==> config.mk <==
export PLATFORM = sky130hd
export DESIGN_NAME = nfc_atom_ca_issue_flat
export DESIGN_NICKNAME = d
export VERILOG_FILES = /design/src/rtl/nfc_atom_ca_issue_if.sv /design/src/rtl/nfc_atom_ca_issue.sv /design/src/flat_wrapper.sv
export SDC_FILE = /design/constraint.sdc
export NUM_CORES = 1
export LEC_CHECK = 0
export CAP_MARGIN = 20
export CORE_MARGIN = 2
export CORE_UTILIZATION = 48
export CTS_CLUSTER_SIZE = 8
export DETAILED_ROUTE_END_ITERATION = 8
export PLACE_DENSITY = 0.88
export SLEW_MARGIN = 20
export SYNTH_ARGS = -nofsm -noshare
export SYNTH_HDL_FRONTEND = slang
export SYNTH_SLANG_ARGS = --single-unit
==> constraint.sdc <==
create_clock -name iSystemClock -period 3 [get_ports iSystemClock]
set_input_delay 0.3 -clock iSystemClock [delete_from_list [all_inputs] [get_ports iSystemClock]]
set_output_delay 0.3 -clock iSystemClock [all_outputs]
set_load 0.02 [all_outputs]
==> src/rtl/nfc_atom_ca_issue_if.sv <==
// nfc_atom_ca_issue_if: ACG command bus in, NAND SDR CA pins out, for the CA issue atom.
interface nfc_atom_ca_issue_if #(
  parameter int NumberOfWays = 4
);
  logic [7:0]              iCommand;
  logic [2:0]              iCommandOption;
  logic [NumberOfWays-1:0] iTargetWay;
  logic [15:0]             iNumOfData;
  logic                    iCASelect;
  logic [39:0]             iCAData;
  logic                    oReady;
  logic                    oLastStep;
  logic [NumberOfWays-1:0] oCE_n;
  logic                    oCLE;
  logic                    oALE;
  logic                    oWE_n;
  logic [7:0]              oDQ;
  logic                    oDQOutEnable;
  modport master (
    output iCommand, iCommandOption, iTargetWay, iNumOfData, iCASelect, iCAData,
    input  oReady, oLastStep, oCE_n, oCLE, oALE, oWE_n, oDQ, oDQOutEnable
  );
  modport slave (
    input  iCommand, iCommandOption, iTargetWay, iNumOfData, iCASelect, iCAData,
    output oReady, oLastStep, oCE_n, oCLE, oALE, oWE_n, oDQ, oDQOutEnable
  );
endinterface

==> src/rtl/nfc_atom_ca_issue.sv <==
// nfc_atom_ca_issue: serialises up to 5 CLE/ALE bytes onto NAND SDR pins; NFC_CA_KEEP_CE_EN keeps CE asserted after completion.
module nfc_atom_ca_issue #(
  parameter int NumberOfWays = 4,
  parameter int CommandBit   = 6,
  parameter int TCS          = 2,
  parameter int TWP          = 2,
  parameter int TWH          = 2,
  parameter int TCH          = 1
) (
  input logic iSystemClock,
  input logic iReset,
  nfc_atom_ca_issue_if.slave bus
);
  typedef enum logic [2:0] {IDLE, SETUP, WELOW, WEHIGH, HOLD, DONE, REARM} state_t;
  state_t state, stateN;
  logic [3:0] phase, phaseN;
  logic [2:0] count, countN, numClamp;
  logic [39:0] data, dataN;
  logic [NumberOfWays-1:0] way, wayN, ceN;
  logic sel, selN, keep, keepN, keepReq, active, unusedInputs;
`ifdef NFC_CA_KEEP_CE_EN
  assign keepReq = bus.iCommandOption[0];
  assign unusedInputs = ^{bus.iCommandOption[2:1], bus.iCommand};
`else
  assign keepReq = 1'b0;
  assign unusedInputs = ^{bus.iCommandOption, bus.iCommand};
`endif
  assign numClamp = (bus.iNumOfData > 16'd5) ? 3'd5 : bus.iNumOfData[2:0];
  // a zero-length request waits one cycle in DONE so its pulse lands one edge after accept
  always_comb begin
    stateN = state;
    phaseN = phase - 4'd1;
    countN = count;
    dataN = data;
    wayN = way;
    selN = sel;
    keepN = keep;
    case (state)
      IDLE: if (bus.iCommand[CommandBit]) begin
        wayN = bus.iTargetWay;
        selN = bus.iCASelect;
        dataN = bus.iCAData;
        countN = numClamp;
        keepN = keepReq && numClamp != 3'd0;
        stateN = (numClamp == 3'd0) ? DONE : SETUP;
        phaseN = (numClamp == 3'd0) ? 4'd1 : 4'(TCS - 1);
      end
      SETUP: if (phase == 4'd0) begin
        stateN = WELOW;
        phaseN = 4'(TWP - 1);
      end
      WELOW: if (phase == 4'd0) begin
        stateN = WEHIGH;
        phaseN = 4'(TWH - 1);
      end
      WEHIGH: if (phase == 4'd0) begin
        countN = count - 3'd1;
        stateN = (count > 3'd1) ? WELOW : HOLD;
        phaseN = (count > 3'd1) ? 4'(TWP - 1) : 4'(TCH - 1);
        dataN = (count > 3'd1) ? {data[31:0], 8'h00} : data;
      end
      HOLD: if (phase == 4'd0) begin
        stateN = DONE;
        phaseN = 4'd0;
      end
      DONE: if (phase == 4'd0) stateN = REARM;
      default: stateN = IDLE;
    endcase
    active = stateN inside {SETUP, WELOW, WEHIGH, HOLD};
    ceN = (active || (keepN && stateN inside {DONE, REARM, IDLE})) ? wayN : '1;
  end
  always_ff @(posedge iSystemClock or negedge iReset) begin
    if (!iReset) begin
      state <= IDLE;
      phase <= 4'd0;
      count <= 3'd0;
      data <= '0;
      way <= '1;
      sel <= 1'b0;
      keep <= 1'b0;
      bus.oReady <= 1'b1;
      bus.oLastStep <= 1'b0;
      bus.oCE_n <= '1;
      bus.oCLE <= 1'b0;
      bus.oALE <= 1'b0;
      bus.oWE_n <= 1'b1;
      bus.oDQ <= 8'h00;
      bus.oDQOutEnable <= 1'b0;
    end else begin
      state <= stateN;
      phase <= phaseN;
      count <= countN;
      data <= dataN;
      way <= wayN;
      sel <= selN;
      keep <= keepN;
      bus.oReady <= stateN == IDLE;
      bus.oLastStep <= stateN == DONE && phaseN == 4'd0;
      bus.oCE_n <= ceN;
      bus.oCLE <= active && selN;
      bus.oALE <= active && !selN;
      bus.oWE_n <= stateN != WELOW;
      bus.oDQ <= active ? dataN[39:32] : 8'h00;
      bus.oDQOutEnable <= active;
    end
  end
endmodule

==> src/flat_wrapper.sv <==
// flat-port wrapper written by rule: the top's interface ports become plain ports
module nfc_atom_ca_issue_flat 
#(
  parameter int NumberOfWays = 4,
  parameter int CommandBit   = 6,
  parameter int TCS          = 2,
  parameter int TWP          = 2,
  parameter int TWH          = 2,
  parameter int TCH          = 1
)
  (iSystemClock, iReset, bus_iCommand, bus_iCommandOption, bus_iTargetWay, bus_iNumOfData, bus_iCASelect, bus_iCAData, bus_oReady, bus_oLastStep, bus_oCE_n, bus_oCLE, bus_oALE, bus_oWE_n, bus_oDQ, bus_oDQOutEnable);
  nfc_atom_ca_issue_if #(.NumberOfWays(NumberOfWays)) bus_i ();
  input logic iSystemClock;
  input logic iReset;
  input wire logic [$bits(bus_i.iCommand)-1:0] bus_iCommand;
  input wire logic [$bits(bus_i.iCommandOption)-1:0] bus_iCommandOption;
  input wire logic [$bits(bus_i.iTargetWay)-1:0] bus_iTargetWay;
  input wire logic [$bits(bus_i.iNumOfData)-1:0] bus_iNumOfData;
  input wire logic [$bits(bus_i.iCASelect)-1:0] bus_iCASelect;
  input wire logic [$bits(bus_i.iCAData)-1:0] bus_iCAData;
  output wire logic [$bits(bus_i.oReady)-1:0] bus_oReady;
  output wire logic [$bits(bus_i.oLastStep)-1:0] bus_oLastStep;
  output wire logic [$bits(bus_i.oCE_n)-1:0] bus_oCE_n;
  output wire logic [$bits(bus_i.oCLE)-1:0] bus_oCLE;
  output wire logic [$bits(bus_i.oALE)-1:0] bus_oALE;
  output wire logic [$bits(bus_i.oWE_n)-1:0] bus_oWE_n;
  output wire logic [$bits(bus_i.oDQ)-1:0] bus_oDQ;
  output wire logic [$bits(bus_i.oDQOutEnable)-1:0] bus_oDQOutEnable;
  assign bus_i.iCommand = bus_iCommand;
  assign bus_i.iCommandOption = bus_iCommandOption;
  assign bus_i.iTargetWay = bus_iTargetWay;
  assign bus_i.iNumOfData = bus_iNumOfData;
  assign bus_i.iCASelect = bus_iCASelect;
  assign bus_i.iCAData = bus_iCAData;
  assign bus_oReady = bus_i.oReady;
  assign bus_oLastStep = bus_i.oLastStep;
  assign bus_oCE_n = bus_i.oCE_n;
  assign bus_oCLE = bus_i.oCLE;
  assign bus_oALE = bus_i.oALE;
  assign bus_oWE_n = bus_i.oWE_n;
  assign bus_oDQ = bus_i.oDQ;
  assign bus_oDQOutEnable = bus_i.oDQOutEnable;
  nfc_atom_ca_issue #(.NumberOfWays(NumberOfWays), .CommandBit(CommandBit), .TCS(TCS), .TWP(TWP), .TWH(TWH), .TCH(TCH)) u_core (.iSystemClock(iSystemClock), .iReset(iReset), .bus(bus_i));
endmodule
# Word level (Yosys, flattened, before mapping)
# Cells that the tools add are included.
dict set report word_totals {
  ff_bits 74
  latch_bits 0
  mem_bits_rw 0
  mem_bits_ro 0
  input_bits 74
  out_inout_bits 18
  wordCells 83
  memories 0
}
dict set report op_classes {
  n_addsub 2
  mul 0
  div 0
  order_cmp 2
  n_eq_ne 15
  shift 0
  muxes 31
  bitwise_logic 0
  n_reduce_logical 17
}
# cell count
set op_table {}
lappend op_table {{$mux 40} 3}
lappend op_table {{$pmux 40 s2} 1}
lappend op_table {{$mux 3} 11}
lappend op_table {{$mux 4} 7}
lappend op_table {{$pmux 3 s6} 1}
lappend op_table {{$gt 16x3->1 const B} 1}
lappend op_table {{$pmux 4 s4} 1}
lappend op_table {{$eq 3x3->1 const B} 5}
lappend op_table {{$eq 3x2->1 const B} 4}
lappend op_table {{$logic_not 3->1} 3}
lappend op_table {{$logic_not 4->1} 2}
lappend op_table {{$mux 8} 1}
lappend op_table {{$eq 3x1->1 const B} 2}
lappend op_table {{$pmux 3 s2} 1}
lappend op_table {{$mux 1} 5}
lappend op_table {{$logic_and 1x1->1} 4}
lappend op_table {{$ne 2x1->1 const B} 2}
lappend op_table {{$reduce_and 4->1} 1}
lappend op_table {{$reduce_bool 4->1} 1}
lappend op_table {{$sub 4x1->4 const B} 1}
lappend op_table {{$gt 3x1->1 const B} 1}
lappend op_table {{$ne 3x2->1 const B} 1}
lappend op_table {{$reduce_and 3->1} 1}
lappend op_table {{$reduce_bool 3->1} 1}
lappend op_table {{6 further kinds} 6}

# Longest topological paths before layout
dict set report depth {
  word_depth 11
  mapped_depth 10
  mapped_depth_nobuf 7
}

# Worst setup path after synthesis
# No wires, ideal clock.
dict set report synth_path {
  kind {reg-to-reg}
  startpoint {register u_core.phase[0]}
  endpoint {register u_core.data[0]}
  arrival_ns 1.934
  t_required_ns 2.864
  setup_slack_ns 0.930
  stages_incl_launch_ff 10
  synth_period_minus_slack_ns 2.070
  cell_sequence {dfrtp_1 > inv_1 > ha_1 > or3b_1 > buf_2 > or2_2 > or2_2 > buf_2 > nand2_1 > o21ai_0}
}
dict set report synth_between {
  elab_chain_len 3
}
# item line_no
set synth_lines {}
lappend synth_lines {{from (decl)} nfc_atom_ca_issue.sv:16} ;# logic [3:0] phase, phaseN;
lappend synth_lines {{from (signal assigned)} nfc_atom_ca_issue.sv:91} ;# phase <= phaseN;
lappend synth_lines {{$logic_not 4->1} nfc_atom_ca_issue.sv:56} ;# WEHIGH: if (phase == 4'd0) begin
lappend synth_lines {{$ne 2x1->1 (no line)} --}
lappend synth_lines {{$reduce_and 4->1 (no line)} --}
lappend synth_lines {{to (signal assigned)} nfc_atom_ca_issue.sv:93} ;# data <= dataN;
lappend synth_lines {{to (decl)} nfc_atom_ca_issue.sv:18} ;# logic [39:0] data, dataN;
# No other way between the ends.
# A chain may end at the register's enable or synchronous reset.

# Worst setup path after layout
dict set report layout_path {
  startpoint {register u_core.phase[0]}
  endpoint {register u_core.bus.oDQ[5]}
}
# item line_no
set layout_rtl {}
lappend layout_rtl {{$logic_not 4->1} nfc_atom_ca_issue.sv:56}
lappend layout_rtl {{$mux 40} nfc_atom_ca_issue.sv:56}
lappend layout_rtl {{$pmux 40 s2} nfc_atom_ca_issue.sv:38} ;# case (state)
lappend layout_rtl {{named net u_core.dataN[37]} nfc_atom_ca_issue.sv:18}
lappend layout_rtl {{$mux 8} nfc_atom_ca_issue.sv:103} ;# bus.oDQ <= active ? dataN[39:32] : 8'h00;
lappend layout_rtl {{to (signal assigned)} nfc_atom_ca_issue.sv:103}
lappend layout_rtl {{to (decl)} nfc_atom_ca_issue_if.sv:25} ;# output oReady, oLastStep, oCE_n, oCLE, oALE, oWE_n, oDQ, oDQOutEnable
# The timed path passes the listed nets, and every way through them passes these cells. The select of a mux whose other input is x is not followed.

==> flow_summary.ini <==
[global_routing]
overflow = 0
grt_max_degree = 75
grt_pass1_wl_um = 11700
grt_antenna_before_repair = 0
grt_usage = 0.199
first_global_vias = 2519

[floorplan]
die_area_um2 = 7620
ioPinCount = 92
initial_core_util = 0.493
chipHeight_um = 87.3
fp-row-count = 30
core_area_um2 = 6760
die_w_um = 87.3

[synthesis]
synthTopCellsByArea = dfrtp_1, nand2_1, dfstp_2
ys.flop_type = dfrtp_1
yosysTopAreaCell = dfrtp_1
yosysUniqueCellTypes = 43
postSynthCellCount = 324
synth_top_family_by_area = compound AO/OA/AOI/OAI gates
yosys_warnings = 0
synth-simple-area-share = 0.167
syn-cell-area_um2 = 3330
async_flop_share = 1.00
syn_avg_cell_area_um2 = 10.3
yosysTopAreaCellShare = 0.481
synth_nets = 402
synth-compound-area-share = 0.184
synth_edf_count = 0
synth_adder_area_share = 0.0150
synth_commonest_cells = nand2_1, dfrtp_1, a22oi_1, o21ai_0, buf_2
synth_xor_area_frac = 0.00789
ys_ff_latch = 74
synth.most_common_cell = nand2_1
seq_area_frac_synth = 0.560
synth_mux_area_frac = 0.0282

[clock_network]
clock_latency_ns = 0.33
cts_buffers = 9
clock-sinks = 74
cts_setup_buffers = 0
cts_hold_buf = 0
cts_tree = done
ctsLongestPathBuffers = 2
h-tree-depth = 3
root_buffer = clkbuf_8
cts.clk_slew.worst_paths_ns = 0.07
ctsResizeCount = 0

[power]
power.leakage_nw = 1.95
ir_drop_v = 0.000575
pwr-share-seq = 0.427
switching_power_mw = 1.56
p_int_mw = 2.63
swShare = 0.372
pwr-share-clk = 0.150
power_density_nw_per_um2 = 964
pwr-share-comb = 0.423

[placed_design]
globalplace.congestion = 0.852
dp_hpwl_um = 4900
io_buffers = 81
dp_cells = 469

[critical_path]
cp-start-kind = flop
endpoint_kind = flop
reg2reg_depth = 8
cp-endpoint = u_core.bus.oDQ[5]
critPathLaunch = u_core.phase[0]
cp.required_ns = 3.27
worstPathMaxFanout = 32
rrSetupSlack_ns = 0.64
regToRegStartpoint = u_core.phase[0]
path_class = flop to flop
worstReg2RegEnd = u_core.bus.oDQ[5]
cp.arrival_ns = 2.63

[hold_path]
worstHoldPathType = input port to async pin

[sta]
hold_violations = 0
tns_ns = 0
finalSetupViolCount = 0
min_period_over_period = 0.786
rsz0062_at_grt = no
slew_violations = 0
slew_headroom = 0.400
max_freq_mhz = 424
clock_skew_ns = 0.00843
worst_slew_pin_slew_ns = 0.900
period_needed_ns = 2.36

[flow_run]
drv_cap = 0

[layout]
area_growth_pct = 30.6
drive_above_1_share = 0.123
stdcell_count = 485
n_antenna_cell = 0
nets = 478

[route]
route.vias.total = 2645
wl_per_cell_um = 14.6
ant_nets = 0
wl_um = 7100
first_pass_iters = 6
drc = 0
vias_per_cell = 5.45
drtIter0Drc = 179

[status]
outcome = finished, final reports clean
registers in the layout (all words and copies together) (netlist names), 3 cells and up:
| register | count |
|---|---|
| u_core.bus.oDQ | 8 |
| u_core.way | 4 |
| u_core.bus.oCE_n | 4 |
| u_core.phase | 4 |
| u_core.data | 40 |
| u_core.count | 3 |
| u_core.state | 3 |
cells by family after synthesis:
kind of cell | after synthesis
mux | 8
simple gates | 121
xor+xnor | 3
fa+ha+maj | 4
buf+inv | 28
compound gates | 86
flops | 74
placed cells by master (no fill, tap or decap), types with 3 or more instances in the layout:
master / count
mux2_2: 7
dfrtp_1: 64
nor2_1: 12
or2_2: 3
xnor2_1: 3
nor4_1: 4
buf_4: 5
nor3_1: 5
ha_1: 4
o21bai_1: 6
nor2b_2: 7
clkbuf_1: 4
dfstp_2: 10
o21ai_0: 18
a22o_1: 10
a21o_1: 9
nand2_1: 77
clkbuf_8: 9
nor2b_1: 3
clkdlybuf4s50_1: 80
a22oi_1: 26
inv_1: 6
a21oi_1: 5
critical path: stages (launching register included):
cell and delay [ns]:
dfrtp_1 0.45, inv_1 0.12, ha_1 0.17, or3b_1 0.48, a211oi_4 0.25, buf_4 0.37
a22o_1 0.20, a21o_1 0.12, o21a_1 0.12
metrics by stage:
| step | hold slack [ns] | utilization | worst slack (ns) | total power [mW] | cell area, µm² |
|---|---|---|---|---|---|
| 6_report | 0.0694 | 0.644 | 0.642 | 4.19 | 4350 |
| 5_1_grt | 0.165 | 0.644 | 0.482 | 4.53 | 4350 |
| 4_1_cts | 0.113 | 0.644 | 0.672 | 4.22 | 4350 |
| 3_5_place_dp | 0.455 | 0.621 | 0.633 | 3.57 | 4190 |
| 3_3_place_gp | 0.449 | 0.621 | 0.664 | 3.47 | 4190 |
| 2_1_floorplan | 0.00441 | - | 0.930 | 2.99 | 3330 |
worst min path at each step:
stage,startpoint,to,slack (ns),depth (start not counted)
after floorplan,iReset,u_core.bus.oALE,0.004,0
after global placement,u_core.data[35],u_core.data[35],0.45,1
after detailed placement,u_core.data[34],u_core.data[34],0.45,1
after CTS,iReset,u_core.bus.oDQ[0],0.11,1
after global routing,iReset,u_core.bus.oDQ[2],0.17,1
final,iReset,u_core.bus.oDQ[3],0.07,1
power by group through the flow:
stage          clock, mW  sequential (mW)  combinational, mW
2_1_floorplan          0             1.80               1.19
3_3_place_gp           0             1.78               1.69
3_5_place_dp           0             1.80               1.77
4_1_cts            0.650             1.79               1.78
5_1_grt            0.698             1.85               1.98
6_report           0.631             1.79               1.77
area by class of cell:
type / instances / area (µm²)
fill: 485 / 2410
sequential: 74 / 1860
multi-input combinational: 222 / 1350
timing repair buffer: 86 / 858
clock buffer: 13 / 139
tap: 80 / 100
inverter: 7 / 26.3
clock inverter: 3 / 17.5
per-layer routing:
layer,share of wire,vias up,track usage
li1,-,1280,-
met1,0.41,1261,0.253
met4,0.022,0,0.0895
met3,0.054,14,0.0483
met2,0.51,90,0.322
met5,0,-,0
Note: power is estimated with default switching activity, not from simulation.
